**src/rtl/interp_pkg.sv**
```systemverilog
// rtl/interp_pkg.sv - shared types and constants for the multi-channel linear interpolator
package interp_pkg;

    typedef enum logic [1:0] {
        IDLE  = 2'd0,
        PRIME = 2'd1,
        RUN   = 2'd2
    } state_t;

    localparam int DEF_LOG2L = 2;
    localparam int L         = 1 << DEF_LOG2L;

    // Interpolation factor for a given log2 ratio
    function automatic int interp_factor(input int log2l);
        return 1 << log2l;
    endfunction

endpackage

```
**src/rtl/interp_lane.sv**
```systemverilog
// rtl/interp_lane.sv - one channel of the interpolator: sample, slope, accumulator, output
module interp_lane
    import interp_pkg::*;
#(
    parameter int DW    = 18,
    parameter int LOG2L = 2
) (
    input  logic          clock,
    input  logic          reset,
    input  logic          load,
    input  logic          step,
    input  logic          issue_first,
    input  logic          hold,
    input  logic [DW-1:0] xin,
    output logic [DW-1:0] yout
);

    localparam int AW = DW + LOG2L + 1;

    logic signed [DW-1:0] x_curr;
    logic signed [DW:0]   delta;
    logic signed [AW-1:0] acc;

    logic [DW:0]   delta_new;
    logic [AW-1:0] acc_load;
    logic [AW-1:0] delta_new_ext;
    logic [AW-1:0] delta_ext;
    logic [DW-1:0] seg_start;

    // Slope of the new segment and the scaled segment start, sign-extended
    assign delta_new     = {xin[DW-1], xin} - {x_curr[DW-1], x_curr};
    assign acc_load      = {{(LOG2L+1){x_curr[DW-1]}}, x_curr} <<< LOG2L;
    assign delta_new_ext = {{LOG2L{delta_new[DW]}}, delta_new};
    assign delta_ext     = {{LOG2L{delta[DW]}}, delta};
    // After a load x_curr holds the new sample, so the segment start is x_curr - delta
    assign seg_start     = x_curr - delta[DW-1:0];

    // Load a new segment on clkenin, otherwise step the accumulator on each output
    always_ff @(posedge clock) begin
        if (reset) begin
            x_curr <= '0;
            delta  <= '0;
            acc    <= '0;
            yout   <= '0;
        end else if (load) begin
            x_curr <= xin;
            delta  <= delta_new;
            if (issue_first) begin
                acc  <= acc_load + delta_new_ext;
                yout <= x_curr;
            end else begin
                acc  <= acc_load;
            end
        end else if (step) begin
            yout <= hold ? seg_start : acc[DW+LOG2L-1:LOG2L];
            acc  <= acc + delta_ext;
        end
    end

endmodule

```
**src/rtl/interp_lin_nch.sv**
```systemverilog
// rtl/interp_lin_nch.sv - NCH-channel linear/zero-order-hold upsampler by 2^LOG2L
module interp_lin_nch
    import interp_pkg::*;
#(
    parameter int DW    = 18,
    parameter int NCH   = 2,
    parameter int LOG2L = 2
) (
    input  logic              clock,
    input  logic              reset,
    input  logic              clkenin,
    input  logic              clkenout,
    input  logic              mode,
    input  logic [NCH*DW-1:0] xkin,
    output logic [NCH*DW-1:0] ykout,
    output logic              yvalid,
    output logic              sync_err
);

    localparam int LF = interp_factor(LOG2L);
    localparam logic [LOG2L:0] PH_END = {1'b1, {LOG2L{1'b0}}};
    localparam logic [LOG2L:0] PH_ONE = (LOG2L+1)'(1);

    state_t         state_q;
    state_t         state_d;
    logic [LOG2L:0] phase;
    logic           mode_r;

    logic in_run;
    logic step_en;
    logic excess;
    logic first_out;

    assign in_run    = (state_q == RUN);
    assign step_en   = clkenout & ~clkenin & in_run & (phase < PH_END);
    assign excess    = clkenout & ~clkenin & in_run & (phase == PH_END);
    // A coincident clkenin that brings the block into RUN already issues output 0
    assign first_out = clkenin & clkenout & (state_q != IDLE);

    // Next-state logic: each clkenin advances towards RUN, which only reset leaves
    always_comb begin
        state_d = state_q;
        case (state_q)
            IDLE:    if (clkenin) state_d = PRIME;
            PRIME:   if (clkenin) state_d = RUN;
            RUN:     state_d = RUN;
            default: state_d = IDLE;
        endcase
    end

    // State, phase counter, captured mode, output strobe and sticky ratio error
    always_ff @(posedge clock) begin
        if (reset) begin
            state_q  <= IDLE;
            phase    <= '0;
            mode_r   <= 1'b0;
            yvalid   <= 1'b0;
            sync_err <= 1'b0;
        end else begin
            state_q <= state_d;
            yvalid  <= clkenout & (in_run | first_out);
            if (clkenin) begin
                mode_r <= mode;
                phase  <= first_out ? PH_ONE : '0;
                if (in_run && (phase < PH_END)) sync_err <= 1'b1;
            end else if (step_en) begin
                phase <= phase + PH_ONE;
            end
            if (excess) sync_err <= 1'b1;
        end
    end

    for (genvar c = 0; c < NCH; c++) begin : g_lane
        interp_lane #(
            .DW    (DW),
            .LOG2L (LOG2L)
        ) u_lane (
            .clock       (clock),
            .reset       (reset),
            .load        (clkenin),
            .step        (step_en),
            .issue_first (first_out),
            .hold        (mode_r),
            .xin         (xkin[c*DW +: DW]),
            .yout        (ykout[c*DW +: DW])
        );
    end

    if (LF != (1 << LOG2L)) begin : g_bad_ratio
        $error("interpolation factor mismatch");
    end

endmodule

```
**config.mk**
```make
export PLATFORM = sky130hd
export DESIGN_NAME = interp_lin_nch
export DESIGN_NICKNAME = d
export VERILOG_FILES = /design/src/rtl/interp_pkg.sv /design/src/rtl/interp_lane.sv /design/src/rtl/interp_lin_nch.sv
export SDC_FILE = /design/constraint.sdc
export NUM_CORES = 1
export LEC_CHECK = 0
export CORE_MARGIN = 5
export CORE_UTILIZATION = 55
export DETAILED_ROUTE_END_ITERATION = 8
export PLACE_DENSITY = 0.71
export SETUP_SLACK_MARGIN = 0.2
export SYNTH_ARGS = -nofsm -noshare
export SYNTH_HDL_FRONTEND = slang
export SYNTH_HIERARCHICAL = 1
export SYNTH_SLANG_ARGS = --single-unit
```
**constraint.sdc**
```tcl
create_clock -name clock -period 4.8 [get_ports clock]
set_input_delay 0.96 -clock clock [delete_from_list [all_inputs] [get_ports clock]]
set_output_delay 0.96 -clock clock [all_outputs]
set_load 0.02 [all_outputs]
```
==> results.yml, run 1 <==
yosys:
  syn-num-nets: 1920
  synth_top_family_by_area: "compound AO/OA/AOI/OAI gates"
  synth_top_cell_by_area: "dfxtp_1"
  synth_edf_count: 0
  yosys.area_share.simple: 0.164
  synth_compound_area_frac: 0.254
  synth_seq_area_share: 0.231
  ys_warn_count: 6
  postSynthCellCount: 1724
  avgSynthCellArea_um2: 7.95
  synth.area.top_cells: "dfxtp_1, ha_1, mux2i_1"
  synth_area_um2: 13700
  synth_mux_area_frac: 0.0819
  post-synth-top-count-cell: "nor2_1"
  ys_ff_latch: 158
  async_flop_share: 0
  synth_commonest_cells: "nor2_1, dfxtp_1, a21oi_1"
  synth_top_area_frac: 0.231
  synthAdderAreaFrac: 0.146
  ys.flop_type: "dfxtp_1"
  yosysUniqueCellTypes: 86
  synth-xor-area-share: 0.0703
floorplanning:
  num_io_pins: 79
  die-area_um2: 28200
  core_um2: 24500
  dieWidth_um: 168
  rows: 57
  die_y_um: 168
  start_util: 0.560
cts:
  h-tree-depth: 4
  path_clk_slew_ps: 70
  clk_latency_ps: 430
  cts_tree: "built"
  cts_sinks: 158
  clock_path_buffers: 2
  cts_root_buffer: "clkbuf_16"
  cts_made_buffers: 17
  holdBufCountCts: 0
global_route:
  grtUsageTotal: 0.266
  grt_pass1_wl_um: 62800
  grt_pass1_vias: 12800
  grt_max_degree: 102
  overflow: 0
  antenna_found_initial: 0
routing:
  drtPass1Iterations: 6
  postRouteAntennaNets: 0
  drtIter0Drc: 1033
  post_drt_wl_per_cell_um: 17.6
  num_vias: 13500
  wl_um: 39400
  drc_errors: 0
  drt-vias-per-instance: 6.03
placement:
  place_ws_ps: -526
  gp_congestion: 0.956
  place_area_um2: 15600
  post-dp-hpwl_um: 29000
  io_buffers: 78
  dp.cells: 2190
timing:
  fin_ws_ps: 272
  period_share: 0.943
  worst_pin_slew_ps: 1200
  rsz0062_at_grt: "false"
  timing.fmax_ghz: 0.221
  min_period_ps: 4530
  hold_viol_final: 0
  skew_ps: 12.3
  setup_viol: 0
  max_slew_margin: 0.197
  finalMaxSlewViolations: 0
layout:
  antenna_cells: 0
  multi_input_area_um2: 10100
  layout.cells.non_filler: 2233
  nets: 2092
  seqCellArea_um2: 3160
  nFillCells: 2030
  fin_util: 0.679
  syn2layout_area_growth_pct: 21.2
  stdcell_area_um2: 16600
  layout-drive-gt1-share: 0.145
pwr:
  seqPwrFrac: 0.302
  power.switching_mw: 1.81
  internal_power_mw: 3.20
  power_density_nw_per_um2: 302
  power_frac_clock: 0.278
  sw_frac_of_total: 0.362
  p_comb_frac: 0.420
  fin_total_pwr_mw: 5.01
  p_leak_nw: 7.01
  ir_drop_mv: 0.208
critical_path:
  arrival_ps: 4850
  end_kind: "register"
  critPathLaunchType: "input port"
  cp_max_fo: 4
  cp.required_ps: 5120
  crit_type: "in -> reg"
job:
  max_cap_violations: 0
outcome:
  outcome: "complete, no violations"
hold_path:
  hold_path_class: "reg -> reg"
==> repair_timing <==
item                       4_1_cts  5_1_grt
hold endpoints to repair         0        0
setup endpoints to repair        6       15
buffers inserted                 2        9
pin swaps                        7       40
gates resized for setup         14       53
==> per-stage QoR <==
step	TNS, ps	hold WS (ps)
final	0	450
after global routing	0	464
after CTS	0	452
after detailed placement	-2510	445
after global placement	-1570	438
after floorplan	0	432
==> path summary, 6_finish.rpt <==
kind | start | end | slack [ps] | depth (start not counted)
worst max-delay path | xkin[26] | g_lane[1].u_lane/acc[19] | 270 | 18
worst min-delay path | g_lane[0].u_lane/yout[9] | g_lane[0].u_lane/yout[9] | 450 | 2
worst max register to register | g_lane[1].u_lane/x_curr[0] | g_lane[1].u_lane/acc[19] | 560 | 20
worst min register to register | g_lane[0].u_lane/yout[9] | g_lane[0].u_lane/yout[9] | 450 | 2
==> area by class of cell <==
class | instances | area share
Inverter | 116 | 0.0262
Sequential cell | 158 | 0.190
Multi-Input combinational cell | 1377 | 0.608
Tap cell | 324 | 0.0244
Clock buffer | 21 | 0.0271
Timing Repair Buffer | 226 | 0.116
Clock inverter | 11 | 0.00806
==> per-layer routing <==
| layer | wire length (µm) | vias to the layer above | part of all wire | track usage |
|---|---|---|---|---|
| met5 | 0 | - | 0 | 0 |
| met4 | 689 | 0 | 0.018 | 0.0656 |
| met3 | 2430 | 63 | 0.062 | 0.0345 |
| met2 | 18900 | 429 | 0.48 | 0.463 |
| met1 | 17300 | 6348 | 0.44 | 0.351 |
| li1 | - | 6615 | - | - |
==> power by group through the flow <==
stage | registers (mW) | clock network, mW | logic [mW]
final | 1.51 | 1.39 | 2.10
after global routing | 1.52 | 1.47 | 2.31
after CTS | 1.51 | 1.41 | 2.01
after detailed placement | 1.54 | 0 | 1.97
after global placement | 1.54 | 0 | 1.93
after floorplan | 1.51 | 0 | 1.38
==> placed cells by master (no fill, tap or decap), drive strengths merged, types with 7 or more instances in the layout <==
cell | Yosys | final
nor2 | 169 | 169
dfxtp | 158 | 158
a21oi | 153 | 153
buf | 20 | 149
ha | 147 | 147
inv | 112 | 114
nand2 | 109 | 109
o21ai | 104 | 104
mux2i | 102 | 102
a211oi | 74 | 74
xnor2 | 73 | 73
clkdlybuf4s50 | 0 | 70
nor3 | 50 | 50
xor2 | 37 | 37
a21o | 32 | 32
nand3 | 29 | 29
nor2b | 28 | 28
a31oi | 28 | 28
clkbuf | 53 | 22
o21a | 19 | 19
nand2b | 14 | 14
or3 | 12 | 12
and3 | 12 | 12
o31ai | 12 | 12
a221oi | 12 | 12
o211ai | 11 | 11
or2 | 10 | 10
a211o | 10 | 10
mux2 | 9 | 9
and2 | 9 | 9
nand3b | 8 | 8
fa | 8 | 8
o21bai | 7 | 7
clkinv | 4 | 7
==> flip-flops by register name, summed over array words and instances, names as in the netlist, 2 cells and up <==
name,flops
phase,3
state_q,2
g_lane.u_lane/yout,36
g_lane.u_lane/acc,40
g_lane.u_lane/x_curr,36
g_lane.u_lane/delta,38
==> worst max-delay path, stage by stage <==
cell and delay [ps]:
clkdlybuf4s50_1 520, ha_4 220, a211o_1 350, a21oi_1 170
a21oi_2 80, a21o_1 200, a21oi_2 160, xnor2_1 170
ha_1 310, nand2_2 110, a21oi_1 60, nor3b_2 270
a31oi_4 130, a211o_1 330, a21oi_2 140, xor2_1 240
a211oi_2 100, a311o_1 330
==> cell families (layout without fill, tap and decap cells) <==
family          count (synthesis)  after routing
compound gates                525            525
xor+xnor                      110            110
fa+ha+maj                     155            155
buf+inv                       189            374
flops                         158            158
mux                           111            111
simple gates                  476            476
Note: power is estimated with default switching activity, not from simulation.
==> run 2, diff against run 1 <==
--- a/config.mk
+++ b/config.mk
@@ -10,6 +10,7 @@
 export DETAILED_ROUTE_END_ITERATION = 8
 export PLACE_DENSITY = 0.71
 export SETUP_SLACK_MARGIN = 0.2
+export SLEW_MARGIN = 30
 export SYNTH_ARGS = -nofsm -noshare
 export SYNTH_HDL_FRONTEND = slang
 export SYNTH_HIERARCHICAL = 1
==> run 2 against run 1 <==
Flip-flop and latch count is the same. Global-route usage is essentially flat. Largest cell class unchanged. First-iteration DRC count grew 6.4%. Clock power is essentially flat. Non-clock buffer count grew 6. Critical endpoint unchanged. Critical path depth grew 1. Total power grew 1.1%. Die area is the same.
==> results.yml, run 2 (synthesized netlist as in run 1, its figures left out) <==
outcome:
  outcome: "complete, no violations"
layout:
  antenna_cells: 0
  top_regs: "g_lane.u_lane/acc: 40 flops, g_lane.u_lane/delta: 38 flops"
  final_common_cell: "nor2_1"
  largest_reg_flops: 40
  fin_util: 0.683
  layout-drive-gt1-share: 0.151
  stdcell_area_um2: 16700
  nets: 2098
  max_flop_register: "g_lane.u_lane/acc"
  final_cell_mix: "nor2_1, dfxtp_1, buf_4, ha_1, a21oi_1"
  syn2layout_area_growth_pct: 21.9
placement:
  gp_congestion: 0.956
  post-dp-hpwl_um: 29000
  place_area_um2: 15700
  io_buffers: 78
timing:
  timing.fmax_ghz: 0.221
  finalMaxSlewViolations: 0
  worst_pin_slew_ps: 770
  skew_ps: 10.2
  hold_viol_final: 0
  period_share: 0.944
  max_slew_margin: 0.487
  rsz0062_at_grt: "false"
  min_period_ps: 4530
  setup_viol: 0
floorplanning:
  core_um2: 24500
  rows: 57
  die_y_um: 168
  start_util: 0.560
  dieWidth_um: 168
  die-area_um2: 28200
  num_io_pins: 79
global_route:
  grt_pass1_wl_um: 63100
  overflow: 0
  antenna_found_initial: 0
  grt_max_degree: 102
  grtUsageTotal: 0.266
  grt_pass1_vias: 12800
critical_path:
  arrival_ps: 4840
  reg2reg_slack_ps: 530
  timing.rr.start: "g_lane[0].u_lane/x_curr[1]"
  endpoint: "g_lane[1].u_lane/acc[19]"
  critPathLaunchType: "input port"
  rr_worst_depth: 19
  cp_max_fo: 4
  end_kind: "register"
  r2r-end: "g_lane[0].u_lane/acc[19]"
  cp.required_ps: 5110
  crit_type: "in -> reg"
  crit_path_start: "xkin[21]"
pwr:
  fin_total_pwr_mw: 5.06
  ir_drop_mv: 0.204
  p_leak_nw: 7.07
  power_density_nw_per_um2: 303
routing:
  num_vias: 13500
  post_drt_wl_per_cell_um: 17.7
  postRouteAntennaNets: 0
  drc_errors: 0
  drtIter0Drc: 1099
  drtPass1Iterations: 6
  wl_um: 39600
  drt-vias-per-instance: 6.02
cts:
  path_clk_slew_ps: 60
  clock_path_buffers: 2
  cts_root_buffer: "clkbuf_16"
  cts_tree: "built"
  cts_made_buffers: 17
  h-tree-depth: 4
  clk_latency_ps: 430
  cts_sinks: 158
hold_path:
  hold_path_class: "reg -> reg"
  hold_depth: 2
job:
  max_cap_violations: 0
## run 2: cell types whose count changed in the layout (fill, tap and decap cells not counted), sizes merged
cell and delta:
buf +6, bufinv +1, clkbuf -1, clkinvlp -1
inv -1
## run 2: per-stage QoR
stage                     std cells  hold slack, ps  worst slack, ps  setup TNS (ps)
after floorplan                1724             432              306               0
after global placement         2190             438             -420           -1570
after detailed placement       2190             445             -532           -2450
after CTS                      2226             452              192               0
after global routing           2237             464              128               0
final                          2237             450              269               0
## run 2: worst min path at each step
| stage | startpoint | to |
|---|---|---|
| CTS | g_lane[0].u_lane/yout[9] | g_lane[0].u_lane/yout[9] |
| finish | g_lane[1].u_lane/yout[4] | g_lane[1].u_lane/yout[4] |
| global placement | g_lane[0].u_lane/yout[9] | g_lane[0].u_lane/yout[9] |
| global route | g_lane[1].u_lane/yout[2] | g_lane[1].u_lane/yout[2] |
| floorplan | state_q[0] | state_q[0] |
| detailed placement | g_lane[0].u_lane/yout[9] | g_lane[0].u_lane/yout[9] |
## run 2: layer usage
layer | global-route usage | part of all wire | up-vias
met5 | 0 | 0 | -
met4 | 0.0568 | 0.015 | 0
met3 | 0.0305 | 0.055 | 53
met2 | 0.465 | 0.48 | 387
met1 | 0.356 | 0.45 | 6406
li1 | - | - | 6626
## run 2: what timing repair did
item	in CTS	in global routing
hold buffers	0	0
resized for setup	23	56
setup endpoints to repair	8	16
buffers inserted	6	11
pin swaps	12	46
## run 2: final cells by class
| class | count | area [µm²] |
|---|---|---|
| Fill cell | 1997 | 7750 |
| Clock buffer | 20 | 447 |
| Clock inverter | 10 | 140 |
| Inverter | 116 | 435 |
| Tap cell | 324 | 405 |
| Timing Repair Buffer | 232 | 1970 |
| Sequential cell | 158 | 3160 |
| Multi-Input combinational cell | 1377 | 10100 |
## run 2: critical path, stage by stage
cell and delay [ps]:
clkdlybuf4s50_1 430, ha_1 310, a21boi_2 180, o21ai_2 180, a21oi_2 100, nor3_2 150, buf_4 160, nor2_4 50
a21oi_2 180, xnor2_1 100, ha_1 360, nand2_4 70, or4_4 540, a31oi_4 190, a211o_1 160, a21oi_2 60
xor2_1 230, a211oi_2 100, a311o_1 330
## run 2: report_power, final
part | internal, mW | switching, mW | total [mW]
Sequential | 1.40 | 0.113 | 1.52
Clock | 0.828 | 0.578 | 1.41
Combinational | 1.03 | 1.11 | 2.14
Total | 3.26 | 1.80 | 5.06
==> run 3, diff against run 2 <==
--- a/config.mk
+++ b/config.mk
@@ -6,9 +6,9 @@
 export NUM_CORES = 1
 export LEC_CHECK = 0
 export CORE_MARGIN = 5
-export CORE_UTILIZATION = 55
+export CORE_UTILIZATION = 50
 export DETAILED_ROUTE_END_ITERATION = 8
-export PLACE_DENSITY = 0.71
+export PLACE_DENSITY = 0.66
 export SETUP_SLACK_MARGIN = 0.2
 export SLEW_MARGIN = 30
 export SYNTH_ARGS = -nofsm -noshare
==> constraint.sdc (replaced) <==
create_clock -name clock -period 4.3 [get_ports clock]
set_input_delay 0.86 -clock clock [delete_from_list [all_inputs] [get_ports clock]]
set_output_delay 0.86 -clock clock [all_outputs]
set_load 0.02 [all_outputs]
==> run 3 against run 2 <==
Routed wire length rose by 2.1%. Flip-flop and latch count did not move. Clock-buffer cell count fell by 1. Utilization fell by 3.4 points. Critical endpoint is now g_lane[0].u_lane/acc[19]. Design area rose by 4.7%. Critical path depth rose by 2. Global-route usage fell by 1.3 points. Sequential share of layout area fell by 0.82 points. Largest power group unchanged. First-iteration DRC count fell by 25%. Sequential power rose by 11%.
==> results.yml, run 3 (synthesized netlist as in run 1, its figures left out) <==
routing:
  postRouteAntennaNets: 0
  drtPass1Iterations: 5
  wl_um: 40400
  post_drt_wl_per_cell_um: 17.5
  num_vias: 13600
  drc_errors: 0
  drt-vias-per-instance: 5.87
  drtIter0Drc: 819
layout:
  syn2layout_area_growth_pct: 27.7
  largest_reg_flops: 40
  antenna_cells: 0
  nets: 2155
  layout.cells.non_filler: 2313
  top_regs: "g_lane.u_lane/acc: 40 flops, g_lane.u_lane/delta: 38 flops"
  nFillCells: 2275
  max_flop_register: "g_lane.u_lane/acc"
  final_cell_mix: "buf_4, nor2_1, dfxtp_1, ha_1, a21oi_1"
  final_common_cell: "buf_4"
  layout-drive-gt1-share: 0.202
cts:
  holdBufCountCts: 0
  clk_latency_ps: 440
  cts_root_buffer: "clkbuf_16"
  cts_sinks: 158
  path_clk_slew_ps: 70
  cts_tree: "built"
  clock_path_buffers: 2
  cts_made_buffers: 17
  h-tree-depth: 4
placement:
  dp.cells: 2251
  io_buffers: 78
  post-dp-hpwl_um: 29400
  gp_congestion: 0.927
  place_ws_ps: -758
outcome:
  outcome: "complete, no violations"
pwr:
  power_frac_clock: 0.288
  p_leak_nw: 7.45
  fin_total_pwr_mw: 5.95
  ir_drop_mv: 0.257
  power_density_nw_per_um2: 340
  internal_power_mw: 3.83
  sw_frac_of_total: 0.356
  p_comb_frac: 0.430
  power.switching_mw: 2.12
  seqPwrFrac: 0.283
floorplanning:
  dieWidth_um: 176
  start_util: 0.509
  num_io_pins: 79
  rows: 60
  die_y_um: 176
  core_um2: 27000
  die-area_um2: 30800
critical_path:
  r2r-end: "g_lane[0].u_lane/acc[19]"
  rr_worst_depth: 19
  end_kind: "register"
  cp_max_fo: 3
  crit_type: "in -> reg"
  reg2reg_slack_ps: 300
  arrival_ps: 4430
  cp.required_ps: 4640
  timing.rr.start: "g_lane[0].u_lane/x_curr[4]"
  critPathLaunchType: "input port"
global_route:
  antenna_found_initial: 0
  grt_pass1_wl_um: 65000
  grtUsageTotal: 0.253
  grt_max_degree: 94
  grt_pass1_vias: 13200
  overflow: 0
timing:
  skew_ps: 11.2
  period_share: 0.952
  whs_ps: 454
  fin_ws_ps: 205
  rsz0062_at_grt: "true"
  setup_viol: 0
  finalMaxSlewViolations: 0
  hold_viol_final: 0
  fin_tns_setup_ps: 0
  timing.fmax_ghz: 0.244
  min_period_ps: 4090
  max_slew_margin: 0.446
  worst_pin_slew_ps: 831
hold_path:
  hold_path_class: "reg -> reg"
  min_to: "g_lane[0].u_lane/yout[9]"
  hold_depth: 2
  min-delay-start: "g_lane[0].u_lane/yout[9]"
job:
  max_cap_violations: 0
## run 3: final cells by class
type	count	area, µm²	area share
Inverter	116	438	0.0250
Tap cell	341	427	0.0244
Timing Repair Buffer	289	2390	0.137
Clock buffer	19	443	0.0253
Sequential cell	158	3170	0.181
Multi-Input combinational cell	1377	10400	0.596
Clock inverter	13	203	0.0116
## run 3: critical path: stages
cell	delay, ps
clkbuf_2	90
inv_2	60
ha_4	140
inv_2	30
fa_2	340
a21oi_2	180
nand4b_1	190
a21oi_2	90
nand3b_1	210
buf_6	160
a41oi_4	260
xnor2_2	110
ha_1	360
nand4_1	180
nor2b_4	170
a21oi_4	70
nor3_2	160
o22a_1	160
mux2i_1	220
mux2i_1	110
a2111oi_2	280
## run 3: worst max-delay path by stage
stage	startpoint	endpoint	slack, ps
2_1_floorplan	xkin[19]	g_lane[1].u_lane/acc[19]	30
3_3_place_gp	xkin[18]	g_lane[1].u_lane/acc[19]	-680
3_5_place_dp	xkin[18]	g_lane[1].u_lane/acc[19]	-760
4_1_cts	xkin[27]	g_lane[1].u_lane/acc[19]	200
5_1_grt	xkin[4]	g_lane[0].u_lane/acc[19]	30
6_report	xkin[0]	g_lane[0].u_lane/acc[19]	210
## run 3: metrics by stage
step	util	area [µm²]
after floorplan	-	13800
after global placement	0.596	16100
after detailed placement	0.596	16100
after CTS	0.635	17100
after global routing	0.649	17500
final	0.649	17500
## run 3: power by group through the flow
| stage | clock (mW) | sequential (mW) | combinational, mW |
|---|---|---|---|
| 2_1_floorplan | 0 | 1.68 | 1.56 |
| 3_3_place_gp | 0 | 1.70 | 2.24 |
| 3_5_place_dp | 0 | 1.71 | 2.29 |
| 4_1_cts | 1.74 | 1.68 | 2.43 |
| 5_1_grt | 1.80 | 1.69 | 2.81 |
| 6_report | 1.71 | 1.68 | 2.56 |
## run 3: repair_timing
action | 4_1_cts | 5_1_grt
pin swaps | 80 | 56
buffers inserted | 17 | 13
setup endpoints to repair | 13 | 14
endpoints found under the hold margin | 0 | 0
resized for setup | 85 | 66
## run 3: per-layer routing
metal | vias up | track usage | part of all wire
met1 | 6420 | 0.324 | 0.44
met4 | 0 | 0.0757 | 0.023
met2 | 342 | 0.446 | 0.49
li1 | 6747 | - | -
met5 | - | 0 | 0
met3 | 63 | 0.0340 | 0.046
